===== config.mk =====
export PLATFORM = sky130hd
export DESIGN_NAME = microtile_io_arbiter
export DESIGN_NICKNAME = d
export VERILOG_FILES = /design/src/rtl/microtile_arb_pkg.sv /design/src/rtl/microtile_io_arbiter_rr_pick.sv /design/src/rtl/microtile_io_arbiter.sv
export SDC_FILE = /design/constraint.sdc
export NUM_CORES = 1
export LEC_CHECK = 0
export CAP_MARGIN = 30
export CORE_ASPECT_RATIO = 0.5
export CORE_UTILIZATION = 43
export DETAILED_ROUTE_END_ITERATION = 8
export PLACE_DENSITY = 0.8
export SKIP_LAST_GASP = 1
export SLEW_MARGIN = 20
export SYNTH_ARGS = -nofsm -noshare
export SYNTH_HDL_FRONTEND = slang
export SYNTH_SLANG_ARGS = --single-unit

===== constraint.sdc =====
create_clock -name clk -period 4.3 [get_ports clk]
set_input_delay 1.29 -clock clk [delete_from_list [all_inputs] [get_ports clk]]
set_output_delay 1.29 -clock clk [all_outputs]
set_load 0.02 [all_outputs]

===== src/rtl/microtile_arb_pkg.sv =====
`default_nettype none
// ============================================================================
// Module   : microtile_arb_pkg
// Purpose  : Shared types and constants for the microtile I/O arbiter.
//            IO_W    - width of the tile ui_in / uo_out vectors
//            state_e - arbiter FSM state encoding
// Revision : 1.0 - initial release
// ============================================================================
package microtile_arb_pkg;

  localparam int IO_W = 8;

  typedef enum logic [0:0] {
    IDLE  = 1'b0,
    APPLY = 1'b1
  } state_e;

endpackage : microtile_arb_pkg
`default_nettype wire


===== src/rtl/microtile_io_arbiter_rr_pick.sv =====
`default_nettype none
// ============================================================================
// Module   : rr_pick
// Purpose  : Combinational round-robin picker. Finds the first set bit of
//            mask at or after ptr, searching upward with wrap modulo N_TILES.
// Ports    : mask [N_TILES] - eligible requesters
//            ptr  [ID_W]    - highest-priority index this round
//            any            - at least one bit of mask is set
//            idx  [ID_W]    - winning index (valid when any=1)
// Revision : 1.0 - initial release
// ============================================================================
module rr_pick #(
  parameter int N_TILES = 4,
  parameter int ID_W    = $clog2(N_TILES)
) (
  input  logic [N_TILES-1:0] mask,
  input  logic [ID_W-1:0]    ptr,
  output logic               any,
  output logic [ID_W-1:0]    idx
);

  // One extra bit so ptr+offset (at most 2*N_TILES-2) never overflows.
  localparam logic [ID_W:0] N_EXT = (ID_W+1)'(N_TILES);

  logic [2*N_TILES-1:0] dbl;
  logic [N_TILES-1:0]   rot;
  logic [ID_W:0]        off;
  logic [ID_W:0]        sum;

  always_comb begin
    // Shifting the doubled mask rotates it so that bit ptr lands at bit 0.
    dbl = {mask, mask} >> ptr;
    rot = dbl[N_TILES-1:0];
    any = |mask;
    off = '0;
    for (int i = N_TILES - 1; i >= 0; i--) begin
      if (rot[i]) off = (ID_W+1)'(i);
    end
    sum = {1'b0, ptr} + off;
    // Explicit wrap: N_TILES need not be a power of two.
    if (sum >= N_EXT) sum = sum - N_EXT;
    idx = sum[ID_W-1:0];
  end

endmodule : rr_pick
`default_nettype wire


===== src/rtl/microtile_io_arbiter.sv =====
`default_nettype none
// ============================================================================
// Module   : microtile_io_arbiter
// Purpose  : Time-multiplexes one 8-bit microtile I/O port between N_TILES
//            requesters. Grants round-robin, drives the requester's vector
//            and tile select, waits SETTLE_CYCLES, samples the tile output
//            and returns it as a one-cycle tagged response.
// Ports    : clk, rst_n        - clock / async active-low reset
//            ena               - allow new grants
//            req, req_data     - per-requester level request and vector
//            tile_sel,
//            tile_ui_in        - shared bus toward the tile pin mux
//            tile_uo_out       - selected tile output
//            rsp_valid, rsp_id,
//            rsp_data          - one-cycle response
//            busy              - transaction in flight
// Revision : 1.0 - initial release
// ============================================================================
module microtile_io_arbiter
  import microtile_arb_pkg::*;
#(
  parameter int N_TILES       = 4,
  parameter int SETTLE_CYCLES = 2,
  parameter int ID_W          = $clog2(N_TILES)
) (
  input  logic                    clk,
  input  logic                    rst_n,
  input  logic                    ena,
  input  logic [N_TILES-1:0]      req,
  input  logic [IO_W*N_TILES-1:0] req_data,
  output logic [ID_W-1:0]         tile_sel,
  output logic [IO_W-1:0]         tile_ui_in,
  input  logic [IO_W-1:0]         tile_uo_out,
  output logic                    rsp_valid,
  output logic [ID_W-1:0]         rsp_id,
  output logic [IO_W-1:0]         rsp_data,
  output logic                    busy
);

  localparam int CNT_W = (SETTLE_CYCLES > 1) ? $clog2(SETTLE_CYCLES) : 1;

  state_e            state_q, state_d;
  logic [CNT_W-1:0]  cnt_q, cnt_d;
  logic [ID_W-1:0]   ptr_q, ptr_d;
  logic [ID_W-1:0]   tile_sel_q, tile_sel_d;
  logic [IO_W-1:0]   tile_ui_in_q, tile_ui_in_d;
  logic              rsp_valid_q, rsp_valid_d;
  logic [ID_W-1:0]   rsp_id_q, rsp_id_d;
  logic [IO_W-1:0]   rsp_data_q, rsp_data_d;
  logic              busy_q, busy_d;

  logic [N_TILES-1:0] elig;
  logic               pick_any;
  logic [ID_W-1:0]    pick_idx;
  logic [IO_W-1:0]    pick_data;

  // The requester currently seeing its response is masked out so a held
  // req is treated as a fresh request only from the following cycle.
  always_comb begin
    for (int i = 0; i < N_TILES; i++) begin
      elig[i] = req[i] & ~(rsp_valid_q && (rsp_id_q == ID_W'(i)));
    end
  end

  rr_pick #(
    .N_TILES (N_TILES),
    .ID_W    (ID_W)
  ) u_rr_pick (
    .mask (elig),
    .ptr  (ptr_q),
    .any  (pick_any),
    .idx  (pick_idx)
  );

  always_comb begin
    pick_data = '0;
    for (int i = 0; i < N_TILES; i++) begin
      if (pick_idx == ID_W'(i)) pick_data = req_data[IO_W*i +: IO_W];
    end
  end

  always_comb begin
    state_d      = state_q;
    cnt_d        = cnt_q;
    ptr_d        = ptr_q;
    tile_sel_d   = tile_sel_q;
    tile_ui_in_d = tile_ui_in_q;
    rsp_valid_d  = 1'b0;
    rsp_id_d     = rsp_id_q;
    rsp_data_d   = rsp_data_q;
    case (state_q)
      IDLE: begin
        if (ena && pick_any) begin
          tile_sel_d   = pick_idx;
          tile_ui_in_d = pick_data;
          cnt_d        = CNT_W'(SETTLE_CYCLES - 1);
          state_d      = APPLY;
        end
      end
      APPLY: begin
        if (cnt_q != '0) begin
          cnt_d = cnt_q - 1'b1;
        end else begin
          rsp_data_d  = tile_uo_out;
          rsp_id_d    = tile_sel_q;
          rsp_valid_d = 1'b1;
          ptr_d       = (tile_sel_q == ID_W'(N_TILES - 1)) ? '0 : tile_sel_q + 1'b1;
          state_d     = IDLE;
        end
      end
      default: state_d = IDLE;
    endcase
    busy_d = (state_d == APPLY);
  end

  always_ff @(posedge clk or negedge rst_n) begin
    if (!rst_n) begin
      state_q      <= IDLE;
      cnt_q        <= '0;
      ptr_q        <= '0;
      tile_sel_q   <= '0;
      tile_ui_in_q <= '0;
      rsp_valid_q  <= 1'b0;
      rsp_id_q     <= '0;
      rsp_data_q   <= '0;
      busy_q       <= 1'b0;
    end else begin
      state_q      <= state_d;
      cnt_q        <= cnt_d;
      ptr_q        <= ptr_d;
      tile_sel_q   <= tile_sel_d;
      tile_ui_in_q <= tile_ui_in_d;
      rsp_valid_q  <= rsp_valid_d;
      rsp_id_q     <= rsp_id_d;
      rsp_data_q   <= rsp_data_d;
      busy_q       <= busy_d;
    end
  end

  assign tile_sel   = tile_sel_q;
  assign tile_ui_in = tile_ui_in_q;
  assign rsp_valid  = rsp_valid_q;
  assign rsp_id     = rsp_id_q;
  assign rsp_data   = rsp_data_q;
  assign busy       = busy_q;

endmodule : microtile_io_arbiter
`default_nettype wire


==> results of run 1 <==
-- through the flow --
stage	instance area (µm²)	total power, µW	setup slack, ps	utilization
finish	2510	2020	341	0.696
global route	2510	2180	206	0.696
CTS	2510	2040	347	0.696
detailed placement	2460	1890	133	0.683
global placement	2430	1850	179	0.674
floorplan	1700	1480	577	-
-- Yosys cell counts (all sizes together) (2+ instances only) --
cell type / n / area (µm²)
a32o: 7 / 70.1
buf: 4 / 33.8
clkbuf: 6 / 22.5
dfrtp: 25 / 626
ha: 2 / 25.0
inv: 4 / 15.0
mux2: 15 / 169
mux2i: 11 / 110
nand2: 9 / 33.8
nand2b: 10 / 70.1
nand3b: 8 / 60.1
nor2: 32 / 120
nor3: 7 / 35.0
o21ai: 6 / 30.0
o221a: 2 / 22.5
o221ai: 2 / 30.0
or2: 2 / 12.5
-- worst paths after layout --
kind	from	to	slack [ps]	cells past startpoint
worst min register to register	tile_ui_in[2]$_DFFE_PN0P_	tile_ui_in[2]$_DFFE_PN0P_	500	2
max in group asynchronous	rst_n	tile_ui_in[3]$_DFFE_PN0P_	2440	2
min in group asynchronous	rst_n	rsp_data[3]$_DFFE_PN0P_	1390	1
worst max register to register	ptr_q[0]$_DFFE_PN0P_	tile_ui_in[1]$_DFFE_PN0P_	1120	12
worst min-delay path	tile_ui_in[2]$_DFFE_PN0P_	tile_ui_in[2]$_DFFE_PN0P_	500	2
worst max-delay path	req[0]	tile_ui_in[1]$_DFFE_PN0P_	340	13
-- report_power, final --
group | internal, µW | leakage, µW | switching (µW) | total [µW]
Clock | 64.7 | 0.0000255 | 70.1 | 135
Combinational | 690 | 0.000660 | 725 | 1410
Sequential | 357 | 0.000300 | 117 | 474
Total | 1110 | 0.000986 | 912 | 2020
-- per-layer routing --
layer	part of all wire	track usage
met5	0	0
met4	0.0039	0.0381
met3	0.029	0.0248
met2	0.51	0.348
met1	0.46	0.255
-- worst reg2reg max path: stages, from the launching register on --
cell	delay [ps]
dfrtp_1	590
mux2_2	400
o311a_4	160
nor2_1	90
o21ai_0	70
a22o_1	240
ha_1	190
or2_2	270
a2111o_1	330
o221a_2	200
nor2_1	170
nor3_1	70
a32o_1	280
-- logic make-up after synthesis --
family,Yosys count,synth area share
AND/OR/NAND/NOR,72,0.210
AO/OA/AOI/OAI,27,0.167
multiplexers,27,0.177
flip-flops,25,0.368
buffers and inverters,14,0.0419
XOR/XNOR,2,0.0213
adder cells (fa/ha/maj),2,0.0147
-- state kept, by name, indices dropped and copies added, names as in the netlist --
signal and count:
rsp_id 2, rsp_data 8, rsp_valid 1, cnt_q 1, tile_sel 2, busy 1
ptr_q 2, tile_ui_in 8
-- area by class of cell --
class | count | area (µm²) | share of cell area
clock inverters | 1 | 5.00 | 0.00200
inverters | 4 | 15.0 | 0.00599
repair buffers | 75 | 753 | 0.300
clock buffers | 3 | 41.3 | 0.0165
multi-input cells | 130 | 1000 | 0.400
flip-flops and latches | 25 | 626 | 0.249
well taps | 51 | 63.8 | 0.0254
==> results_dict.tcl, run 1 <==
set metrics [dict create \
    hold_buffers 0 \
    cp_data_arrival_time_ps 4110 \
    crit_chain "clkdlybuf4s50_1 -> mux2_2 -> o221a_2 -> nor2_1 -> o21ai_0 -> a22o_1 -> ha_1 -> or2_2 -> a2111o_1 -> o221a_2 -> nor2_1 -> nor3_1 -> a32o_1" \
    clk_pin_slew_worst_paths_ps 90 \
    crit_fanout 7 \
    cp-end-kind "register" \
    path_delay_family "compound AO/OA/AOI/OAI gates" \
    cts_max_path_buffers 2 \
    ir_worst_vdd_mv 0.357 \
    routedWlPerCell_um 13.3 \
    routabilityCongestion 0.829 \
    cts.sinks 25 \
    rsz0062_at_grt "false" \
    fmax_mhz 253 \
    port_buffers 68 \
    avgSynthCellArea_um2 10.1 \
    synth_edf_count 0 \
    cts_tree "built" \
    ys_ff_latch 25 \
    fin_crit_sh 0.921 \
    via_per_inst 5.21 \
    max_slew_margin 0.538 \
    grt_pass1_wl_um 6350 \
    yosysSeqAreaShare 0.368 \
    grt_overflow 0 \
    antenna_cells 0 \
    drc 0 \
    worstSkewPairLatency_ps 260 \
    initial_utilization 0.472 \
    die-area_um2 4230 \
    cts_buffers 3 \
    required_ps 4450 \
    outcome "completed" \
    root_buffer "clkbuf_8" \
    final_antenna_net_count 0 \
    boundaryPins 69 \
    hold_viol 0 \
    crit_slowest_cell "clkdlybuf4s50_1" \
    cts_resized 0 \
    dieWidth_um 91.0 \
    area_delta_synth_final_pct 47.4 \
    syn_area_um2 1700 \
    cts_max_level 1 \
    dp_hpwl_um 3050 \
    critPathMaxStageDelay_ps 450 \
    power_leakage_uw 0.000986 \
    first_pass_iters 4 \
    startpoint_type "input port" \
    final_cell_mix "clkdlybuf4s50_1, nor2_1, dfrtp_1" \
    synthFlopType "dfrtp_1" \
    track_usage 0.192 \
    antenna_found_initial 0 \
    setup_viol 0 \
    skew_ps 6.53 \
    hp-class "register to register" \
    die_h_um 46.5 \
    p_per_area_nw_per_um2 807 \
    rows 15 \
    grt_max_degree 19 \
    route.vias.total 1505 \
    synthArstFlopShare 1.00 \
    drt-initial-drc-count 63 \
    layout.cells.non_filler 289 \
    synthDistinctLibCells 39 \
    fin_hold_ws_ps 498 \
    cts_setup_buffers 0 \
    critical_path_class "input port to register" \
    drive_above_1_share 0.164 \
    final_common_cell "clkdlybuf4s50_1" \
    syn_inst 169 \
    period_needed_ps 3960 \
    tns_ps 0 \
    nets 288 \
    synth_nets 218 \
    drv_cap 0 \
    report.final.slew_viol_count 0 \
    dp_cells 285 \
    routed_wirelength_um 3850 \
    worstMarginPinSlew_ps 691 \
    grt_pass1_vias 1406 \
    nFillCells 279 \
    path_buf_inv 1 \
    yosysWarnings 0 \
    coreArea_um2 3600 \
]
Power figures use the tool's default switching activity.
==> run 2, diff against run 1 <==
Settings changed: CELL_PAD_IN_SITES_DETAIL_PLACEMENT set to 1, CELL_PAD_IN_SITES_GLOBAL_PLACEMENT set to 2, CORE_UTILIZATION 43 to 25, PLACE_DENSITY 0.8 to not set, PLACE_DENSITY_LB_ADDON set to 0.2.
==> run 2 against run 1 <==
  * Clock power rose by 57%
  * First-iteration DRC count down 38%
  * Design area increased by 2.7%
  * Global-route usage decreased by 6.1 points
  * Critical path depth stayed put
  * Count of clock-buffer cells in the layout stayed put
  * Die area grew 69%
  * Clock skew decreased by 3.9 ps
  * Fmax increased by 0.17%
  * Total power rose by 5.5%
  * Utilization decreased by 29 points
==> results_dict.tcl, run 2 (same netlist as run 1, synthesis figures left out) <==
set metrics [dict create \
    outcome "completed" \
    route.vias.total 1517 \
    routabilityCongestion 0.701 \
    fmax_mhz 253 \
    hp-class "register to register" \
    cts_max_path_buffers 2 \
    rows 20 \
    nFillCells 729 \
    cts.sinks 25 \
    max_slew_margin 0.612 \
    fin_hold_ws_ps 493 \
    hold_viol 0 \
    power_leakage_uw 0.000990 \
    drive_above_1_share 0.160 \
    nets 287 \
    place_ws_ps 87.6 \
    antenna_cells 0 \
    root_buffer "clkbuf_16" \
    fin_crit_sh 0.919 \
    drt-initial-drc-count 39 \
    worstSkewPairLatency_ps 260 \
    drc 0 \
    cp_data_arrival_time_ps 4100 \
    cts_max_level 1 \
    final_antenna_net_count 0 \
    grt_overflow 0 \
    via_per_inst 4.67 \
    coreArea_um2 6310 \
    clk_pin_slew_worst_paths_ps 70 \
    cts_buffers 3 \
    initial_utilization 0.270 \
    startpoint_type "input port" \
    report.final.slew_viol_count 0 \
    cp-end-kind "register" \
    sequentialPowerShare 0.226 \
    required_ps 4450 \
    die-area_um2 7160 \
    die_h_um 60.3 \
    tns_ps 0 \
    crit_chain "clkdlybuf4s50_1 -> mux2_2 -> o221a_2 -> nor2_1 -> o21ai_0 -> a22o_1 -> ha_1 -> or2_2 -> a2111o_1 -> o221a_2 -> nor2_1 -> nor3_1 -> a32o_1" \
    drv_cap 0 \
    routedWlPerCell_um 13.7 \
    p_int_uw 1190 \
    final_cell_area_um2 2580 \
    boundaryPins 69 \
    critPathMaxStageDelay_ps 460 \
    grt_pass1_wl_um 7310 \
    clkPwrFrac 0.100 \
    multi_input_area_um2 1000 \
    dp_cells 321 \
    first_pass_iters 4 \
    worstMarginPinSlew_ps 583 \
    antenna_found_initial 0 \
    critical_path_class "input port to register" \
    cts_resized 0 \
    grt_max_degree 29 \
    layout.cells.non_filler 325 \
    swShare 0.444 \
    area_delta_synth_final_pct 51.4 \
    final_cell_mix "clkdlybuf4s50_1, nor2_1, dfrtp_1" \
    routed_wirelength_um 4470 \
    p_sw_uw 947 \
    grt_pass1_vias 1524 \
    dpl_cell_area_um2 2490 \
    layout_setup_ws_ps 348 \
    hold_buffers 0 \
    skew_ps 2.60 \
    rsz0062_at_grt "false" \
    crit_slowest_cell "clkdlybuf4s50_1" \
    seqCellArea_um2 626 \
    final_common_cell "clkdlybuf4s50_1" \
    period_needed_ps 3950 \
    p_per_area_nw_per_um2 828 \
    dieWidth_um 119 \
    comb_power_share 0.675 \
    port_buffers 68 \
    crit_fanout 7 \
    track_usage 0.130 \
    cts_setup_buffers 0 \
    ir_worst_vdd_mv 0.242 \
    setup_viol 0 \
    dp_hpwl_um 3490 \
    cts_tree "built" \
]
## run 2: worst max-delay path: cells and delay by family
kind / cells / cell delay, ps
compound gates: 6 / 1280
mux: 1 / 310
buf+inv: 1 / 460
simple gates: 4 / 580
fa+ha+maj: 1 / 190
## run 2: metal layers
layer  vias to the layer above  track usage  wire length (µm)
li1                        743            -                 -
met4                         0       0.0217                25
met3                         5       0.0338               216
met2                        42        0.227              2040
met1                       727        0.170              2190
met5                         -            0                 0
## run 2: final timing paths
kind | from | to | slack, ps | cells past startpoint
max | req[0] | tile_ui_in[7]$_DFFE_PN0P_ | 350 | 13
min | tile_ui_in[2]$_DFFE_PN0P_ | tile_ui_in[2]$_DFFE_PN0P_ | 490 | 2
max reg2reg | ptr_q[0]$_DFFE_PN0P_ | tile_ui_in[7]$_DFFE_PN0P_ | 1130 | 12
min reg2reg | tile_ui_in[2]$_DFFE_PN0P_ | tile_ui_in[2]$_DFFE_PN0P_ | 490 | 2
max in group asynchronous | rst_n | rsp_id[0]$_DFFE_PN0P_ | 2670 | 2
min in group asynchronous | rst_n | tile_ui_in[6]$_DFFE_PN0P_ | 1390 | 2
## run 2: cell type report
cell class	instances	share of cell area
multi-input cells	130	0.390
repair buffers	74	0.287
flip-flops and latches	25	0.243
well taps	88	0.0427
clock buffers	3	0.0291
inverters	4	0.00583
clock inverters	1	0.00291
## run 2: through the flow
stage                     total power, µW   util
after global routing                 2300  0.409
after CTS                            2170  0.409
after global placement               1910  0.394
final                                2130  0.409
after detailed placement             1950  0.395
after floorplan                      1480      -
## run 2: power by group through the flow
stage / logic (µW) / clock network [µW] / registers, µW
finish: 1440 / 212 / 482
global route: 1560 / 228 / 503
CTS: 1470 / 219 / 487
detailed placement: 1460 / 0 / 491
global placement: 1430 / 0 / 482
floorplan: 903 / 0 / 577
==> run 3, diff against run 2 <==
Settings changed: GPL_TIMING_DRIVEN set to 0, REMOVE_ABC_BUFFERS set to 1.
==> run 3 against run 2 <==
  * Non-clock buffer count fell by 4
  * Via count fell by 1.7%
  * Sequential power fell by 1%
  * Fmax fell by 4.0%
  * Utilization fell by 0.58 points
  * Sequential cell count did not move
  * Die area did not move
  * Cell count fell by 1.2%
  * Largest power group unchanged
==> results_dict.tcl, run 3 (same netlist as run 1, synthesis figures left out) <==
set metrics [dict create \
    cp_data_arrival_time_ps 4260 \
    drc 0 \
    path_common_cell "nor2_1" \
    p_sw_uw 938 \
    worstHoldStart "tile_ui_in[2]$_DFFE_PN0P_" \
    area_delta_synth_final_pct 49.3 \
    port_buffers 68 \
    ir_worst_vdd_mv 0.224 \
    final_antenna_net_count 0 \
    antenna_found_initial 0 \
    clkPwrFrac 0.101 \
    hold_buffers 0 \
    routedWlPerCell_um 14.0 \
    max_slew_margin 0.450 \
    nets 283 \
    cts_max_path_buffers 2 \
    layout_setup_ws_ps 181 \
    cts_buffers 3 \
    via_per_inst 4.64 \
    layout.cells.non_filler 321 \
    die-area_um2 7160 \
    clk_pin_slew_worst_paths_ps 70 \
    worstMarginPinSlew_ps 823 \
    rows 20 \
    fin_util 0.403 \
    boundaryPins 69 \
    route.vias.total 1491 \
    cts.sinks 25 \
    hp-class "register to register" \
    cp-end-kind "register" \
    cts_setup_buffers 0 \
    dp_cells 316 \
    track_usage 0.140 \
    reg2reg_from "ptr_q[0]$_DFFE_PN0P_" \
    antenna_cells 0 \
    outcome "completed" \
    required_ps 4450 \
    crit_fanout 7 \
    grt_pass1_wl_um 7780 \
    place_ws_ps -190 \
    p_per_area_nw_per_um2 829 \
    coreArea_um2 6310 \
    skew_ps 2.47 \
    period_needed_ps 4120 \
    hold_viol 0 \
    worstSkewPairLatency_ps 260 \
    initial_utilization 0.270 \
    drt-initial-drc-count 45 \
    grt_overflow 0 \
    root_buffer "clkbuf_16" \
    critPathMaxStageDelay_ps 480 \
    sequentialPowerShare 0.226 \
    drv_cap 0 \
    p_int_uw 1170 \
    cts_resized 0 \
    power_leakage_uw 0.000969 \
    routed_wirelength_um 4480 \
    dp_hpwl_um 3340 \
    cts_tree "built" \
    final_cell_mix "clkdlybuf4s50_1, nor2_1, dfrtp_1" \
    fmax_mhz 243 \
    dieWidth_um 119 \
    setup_viol 0 \
    grt_max_degree 31 \
    critical_path_class "input port to register" \
    cts_max_level 1 \
    first_pass_iters 4 \
    nFillCells 733 \
    crit_chain "clkdlybuf4s50_1 -> mux2_2 -> o311a_4 -> nor2_1 -> o21ai_0 -> a22o_1 -> ha_1 -> or2_2 -> a2111o_1 -> o221a_2 -> nor2_1 -> nor3_1 -> a32o_1" \
    swShare 0.445 \
    final_common_cell "clkdlybuf4s50_1" \
    crit_slowest_cell "clkdlybuf4s50_1" \
    startpoint "req[2]" \
    startpoint_type "input port" \
    grt_pass1_vias 1609 \
    drive_above_1_share 0.150 \
    comb_power_share 0.673 \
    die_h_um 60.3 \
    report.final.slew_viol_count 0 \
    rsz0062_at_grt "false" \
    fin_crit_sh 0.958 \
    routabilityCongestion 0.666 \
]
-- run 3: cell count changes in the layout (fill, tap and decap cells not counted), sizes merged --
cell	change
clkdlybuf4s50	-1
buf	-3
-- run 3: worst max-delay path, delay by kind of cell --
kind | cells | cell delay, ps
AO/OA/AOI/OAI | 6 | 1310
AND/OR/NAND/NOR | 4 | 580
buffers and inverters | 1 | 480
multiplexers | 1 | 310
adder cells (fa/ha/maj) | 1 | 290
-- run 3: metal layers --
layer	up-vias	wire (µm)	global-route usage
li1	739	-	-
met1	712	2000	0.159
met2	38	2210	0.268
met3	2	231	0.0348
met4	0	34	0.0470
met5	-	0	0
-- run 3: power groups by stage --
stage          Sequential (µW)  Combinational, µW  Clock (µW)
2_1_floorplan              586                822           0
3_3_place_gp               474               1380           0
3_5_place_dp               484               1410           0
4_1_cts                    480               1420         221
5_1_grt                    500               1550         229
6_report                   476               1420         213
-- run 3: layout make-up --
type                    count  area, µm²  area share
clock inverters             1       7.51     0.00296
repair buffers             70        702       0.276
inverters                   4       15.0     0.00591
clock buffers               3       75.1      0.0296
flip-flops and latches     25        626       0.246
multi-input cells         130       1000       0.396
well taps                  88        110      0.0433
-- run 3: through the flow --
stage | total power, µW | instance area (µm²) | TNS [ps] | hold WS (ps)
6_report | 2110 | 2540 | 0 | 494
5_1_grt | 2280 | 2540 | 0 | 505
4_1_cts | 2120 | 2520 | 0 | 500
3_5_place_dp | 1890 | 2440 | -986 | 484
3_3_place_gp | 1850 | 2440 | -639 | 476
2_1_floorplan | 1410 | 1650 | 0 | 472
-- run 3: final timing paths --
kind | cells after the start | slack, ps | end
max in group asynchronous | 1 | 2880 | rsp_data[2]$_DFFE_PN0P_
worst min-delay path | 2 | 490 | tile_ui_in[2]$_DFFE_PN0P_
worst max register to register | 12 | 1010 | tile_ui_in[4]$_DFFE_PN0P_
worst max-delay path | 13 | 180 | tile_ui_in[4]$_DFFE_PN0P_
worst min register to register | 2 | 490 | tile_ui_in[2]$_DFFE_PN0P_
min in group asynchronous | 1 | 1020 | tile_ui_in[7]$_DFFE_PN0P_
